$ cat src/rtl/mule_issue_arbiter.sv
// Round-robin arbiter that shares the multi-cycle MULE unit between the two issue pipes,
// sequencing one operation at a time from grant through unit handshake to writeback.
module mule_issue_arbiter #(
  parameter int TIMEOUT = 64
) (
  input  logic        clk,
  input  logic        rst,
  input  logic        req0_valid_i,
  input  logic [31:0] req0_ra_i,
  input  logic [31:0] req0_rb_i,
  input  logic [4:0]  req0_rd_i,
  output logic        req0_accept_o,
  input  logic        req1_valid_i,
  input  logic [31:0] req1_ra_i,
  input  logic [31:0] req1_rb_i,
  input  logic [4:0]  req1_rd_i,
  output logic        req1_accept_o,
  output logic        unit_valid_o,
  output logic [31:0] unit_ra_o,
  output logic [31:0] unit_rb_o,
  input  logic        unit_accept_i,
  input  logic        unit_done_i,
  input  logic [31:0] unit_result_i,
  output logic        wb_valid_o,
  output logic [4:0]  wb_rd_o,
  output logic [31:0] wb_value_o,
  output logic        wb_pipe_o,
  input  logic        wb_accept_i,
  input  logic        flush_i,
  output logic        busy_o,
  output logic [4:0]  pending_rd_o,
  output logic        timeout_o
);

  localparam int CW = $clog2(TIMEOUT + 1);
  localparam logic [CW-1:0] CNT_LAST = CW'(TIMEOUT - 1);

  typedef enum logic [1:0] {IDLE, ISSUE, WAIT, WB} state_e;

  state_e        state_q, state_d;
  logic          last_grant_q, last_grant_d;
  logic          discard_q, discard_d;
  logic [CW-1:0] cnt_q, cnt_d;
  logic [31:0]   ra_q, ra_d, rb_q, rb_d, result_q, result_d;
  logic [4:0]    rd_q, rd_d;
  logic          pipe_q, pipe_d;
  logic          grant0, grant1, timeout_hit;

  // On a tie the pipe that did not win last time is granted.
  always_comb begin
    grant0      = (state_q == IDLE) && !flush_i && req0_valid_i && (!req1_valid_i || last_grant_q);
    grant1      = (state_q == IDLE) && !flush_i && req1_valid_i && (!req0_valid_i || !last_grant_q);
    timeout_hit = (state_q == WAIT) && !unit_done_i && (cnt_q == CNT_LAST);
  end

  // NOTE: reset is sampled on the clock edge, and every register is cleared, latches included.
  always_ff @(posedge clk) begin
    if (!rst) begin
      state_q      <= IDLE;
      last_grant_q <= 1'b1;
      discard_q    <= 1'b0;
      cnt_q        <= '0;
      ra_q         <= '0;
      rb_q         <= '0;
      rd_q         <= '0;
      pipe_q       <= 1'b0;
      result_q     <= '0;
    end else begin
      state_q      <= state_d;
      last_grant_q <= last_grant_d;
      discard_q    <= discard_d;
      cnt_q        <= cnt_d;
      ra_q         <= ra_d;
      rb_q         <= rb_d;
      rd_q         <= rd_d;
      pipe_q       <= pipe_d;
      result_q     <= result_d;
    end
  end

  // NOTE: every signal gets a default before the case so no latch is inferred.
  always_comb begin
    state_d      = state_q;
    last_grant_d = last_grant_q;
    discard_d    = discard_q;
    cnt_d        = cnt_q;
    ra_d         = ra_q;
    rb_d         = rb_q;
    rd_d         = rd_q;
    pipe_d       = pipe_q;
    result_d     = result_q;
    case (state_q)
      IDLE: begin
        if (grant0 || grant1) begin
          state_d      = ISSUE;
          last_grant_d = grant1;
          pipe_d       = grant1;
          ra_d         = grant1 ? req1_ra_i : req0_ra_i;
          rb_d         = grant1 ? req1_rb_i : req0_rb_i;
          rd_d         = grant1 ? req1_rd_i : req0_rd_i;
          discard_d    = 1'b0;
        end
      end
      ISSUE: begin
        if (flush_i) begin
          state_d = IDLE;
        end else if (unit_accept_i) begin
          state_d = WAIT;
          cnt_d   = '0;
        end
      end
      WAIT: begin
        cnt_d = cnt_q + 1'b1;
        if (flush_i) discard_d = 1'b1;
        // A flush in the done cycle still drops the result.
        if (unit_done_i) begin
          result_d = unit_result_i;
          state_d  = (rd_q != '0 && !discard_q && !flush_i) ? WB : IDLE;
        end else if (timeout_hit) begin
          state_d = IDLE;
        end
      end
      WB: begin
        if (flush_i || wb_accept_i) state_d = IDLE;
      end
      default: state_d = IDLE;
    endcase
  end

  // Every output is forced to zero while reset is held.
  always_comb begin
    req0_accept_o = rst && grant0;
    req1_accept_o = rst && grant1;
    unit_valid_o  = rst && (state_q == ISSUE) && !flush_i;
    unit_ra_o     = rst ? ra_q : '0;
    unit_rb_o     = rst ? rb_q : '0;
    wb_valid_o    = rst && (state_q == WB) && !flush_i;
    wb_rd_o       = rst ? rd_q : '0;
    wb_value_o    = rst ? result_q : '0;
    wb_pipe_o     = rst && pipe_q;
    busy_o        = rst && (state_q != IDLE);
    pending_rd_o  = (rst && (state_q != IDLE)) ? rd_q : '0;
    timeout_o     = rst && timeout_hit;
  end

endmodule

$ cat config.mk
export PLATFORM = sky130hd
export DESIGN_NAME = mule_issue_arbiter
export DESIGN_NICKNAME = d
export VERILOG_FILES = /design/src/rtl/mule_issue_arbiter.sv
export SDC_FILE = /design/constraint.sdc
export NUM_CORES = 1
export LEC_CHECK = 0
export BUFFER_PORTS_ARGS = -buffer_cell sky130_fd_sc_hd__buf_2
export CORE_MARGIN = 2
export CORE_UTILIZATION = 44
export DETAILED_ROUTE_END_ITERATION = 16
export PLACE_DENSITY = 0.8
export RECOVER_POWER = 50
export SLEW_MARGIN = 20
export SYNTH_ARGS = -nofsm -noshare
export SYNTH_HDL_FRONTEND = slang
export SYNTH_SLANG_ARGS = --single-unit
$ cat constraint.sdc
create_clock -name clk -period 2.23 [get_ports clk]
set_input_delay 0.223 -clock clk [delete_from_list [all_inputs] [get_ports clk]]
set_output_delay 0.223 -clock clk [all_outputs]
set_load 0.03 [all_outputs]
==> out/qor.txt <==
outcome: finished clean
Mapped Nets: 822
Req. time, crit path: 2.01 ns
Setup Crit Path Kind: register to output pin
share of the synthesized area in the top cell type: 43.9%
CP endpoint kind: output pin
max_cap viols: 0
Pleak: 3.93 nW
PwrDens: 770 nW/µm²
I/O pins: 291
nets@finish: 1160
hold crit path type: primary input to register
FP Rows: 39
hpwl dp: 11000 µm
gr ovfl total: 0
GRT Util Overall: 27.4%
fmax: 467 MHz
crit path launch type: register
Seq/Total Area, Yosys: 43.9%
clk_lat worst skew: 0.41 ns
ANT cells: 0
H-tree depth: 4
routed vias: 5830
DR pass1 iterations: 5
largest net degree at the start of global routing: 62
vias in the first global route: 5613
DR WL/cell: 15.7 µm
CTS Root Cell: clkbuf_16
Synth Instances: 643
Hold Crit Depth: 3
# port buffers: 290
Post-Syn Area: 5150 µm²
core area: 11400 µm²
CP arrival: 1.92 ns
# setup viols final: 0
clock slew at reported path FFs: 0.05 ns
post-placement cell area: 6700 µm²
Worst-Margin Slew: 0.832 ns
die height: 112 µm
Layout Cells excl Fill: 1137
final period demand of the worst path: 2.14 ns
CTS Buf Count: 17
FF-to-FF path depth: 6
Rel. slew slack: 43.9%
ANT nets after route: 0
Final Hold Vio Count: 0
P&R area growth vs syn: 54.5%
initial antenna violation count: 0
GP Congestion: 0.874
Yosys reg bits: 113
synth unique cells: 33
crit share post-route: 96.1%
Clock Tree Buf Depth: 2
critical path peak fanout: 19
leading area contributor after synthesis: dfxtp_1
1st-iter DRT viols: 388
vias per cell: 5.13
Synth Area per Inst: 8.01 µm²
Layout Cell Area excl Fill: 7960 µm²
starting density of the core: 45.1%
Peak VDD IR: 0.639 mV
commonest non-fill, non-tap cell in the layout: buf_2
first-pass GRT wire length: 27400 µm
WL final: 17900 µm
most frequent cells in the layout: buf_2 (267), nand2_1 (203), dfxtp_1 (112)
CTS tree: done
DIE AREA: 12600 µm²
clock sinks: 113
Synth area leaders: dfxtp_1 (44%), nand2_1 (15%), and2_1 (12%)
Clock Skews: 0.00685 ns
yosys warns: 0
Cells after DPL: 1042
Final Slew Violations: 0
die width: 112 µm
DRC viols: 0
layout cell share with drive strength beyond 1: 32.6%
[worst max-delay path: stages, from the launching register on]
cell	delay, ns
dfxtp_1	0.38
or2_4	0.30
nor4_4	0.38
buf_12	0.22
buf_2	0.22
[where the power goes]
part	switching, mW	leakage [nW]	internal [mW]	total, mW
logic	0.466	2.67	0.360	0.826
registers	0.0338	0.921	2.13	2.17
clock network	0.928	0.336	2.21	3.13
total	1.43	3.93	4.70	6.13
[routing by layer]
layer	vias up	wire, µm	GRT usage [%]	share of wire [%]
met5	-	0	0	0
met4	0	867	15.4	4.9
met3	71	1220	8.37	6.8
met2	283	8800	45.9	49
met1	2661	6970	31.2	39
li1	2815	-	-	-
[cells in the mapped netlist]
master     instances
a21o_1             2
a21oi_1            5
nor2b_1            5
or2_4              1
clkbuf_4           1
nand3_1            3
nand2b_1           2
a22oi_2            1
clkbuf_1          33
nand2_1          203
o21ai_0           10
dfxtp_1          113
a211o_1            1
and2_1           100
nor3_1             3
a22oi_1           69
nand3b_1           3
o31ai_1            2
nand4bb_1          1
nor2_1            15
a31oi_1            1
ha_1               1
or4_1              3
buf_6              8
inv_1              8
and3_1             2
a21boi_0          36
a2111oi_4          1
o311ai_0           2
a22o_1             1
o41ai_1            1
buf_2              5
nor4_4             1
[cells by family (layout without fill, tap and decap cells)]
group                      Yosys count  in the layout  share of synthesized area (%)
AOI/OAI and AO/OA                  132            132                           19.1
adders and majority gates            1              1                          0.243
buffers and inverters               55            406                           5.37
DFF                                113            113                           43.9
and+or+nand+nor                    342            342                           31.4
[repair_timing]
action / 4_1_cts / 5_1_grt
hold buffers: 60 / 0
buffers inserted: 0 / 2
endpoints found under the hold margin: 60 / 0
endpoints found under the setup margin: 0 / 2
resized for setup: 0 / 1
[stage by stage]
step / total power [mW] / utilization, % / hold WS (ns) / worst slack, ns / TNS (ns)
6_report: 6.13 / 69.7 / 0.0173 / 0.0877 / 0
4_1_cts: 6.14 / 69.9 / 0.00203 / 0.00976 / 0
3_3_place_gp: 2.92 / 58.6 / 0.408 / 0.429 / 0
3_5_place_dp: 2.93 / 58.6 / 0.408 / 0.410 / 0
5_1_grt: 6.34 / 69.7 / 0.0249 / -0.0106 / -0.0106
2_1_floorplan: 2.63 / - / 0.322 / 0.386 / 0
[path summary, 6_finish.rpt]
| check | slack (ns) | from | end |
|---|---|---|---|
| setup / recovery | 0.09 | state_q[0] | req0_accept_o |
| hold reg to reg | 0.46 | result_q[13] | result_q[13] |
| setup reg to reg | 0.25 | state_q[1] | result_q[11] |
| hold / removal | 0.02 | req1_ra_i[2] | ra_q[2] |
[layout make-up]
| cell class | instances | area (µm²) |
|---|---|---|
| inverters | 8 | 30.0 |
| clock inverters | 10 | 203 |
| flip-flops and latches | 113 | 2260 |
| repair buffers | 366 | 2190 |
| well taps | 143 | 179 |
| multi-input cells | 475 | 2610 |
| fillers | 890 | 3460 |
| clock buffers | 22 | 484 |
[state kept, by name, summed over array words and instances, names as in the netlist]
name / cells
state_q: 2
rd_q: 5
cnt_q: 7
rb_q: 32
last_grant_q: 1
discard_q: 1
result_q: 32
ra_q: 32
pipe_q: 1
Power figures use the tool's default switching activity.
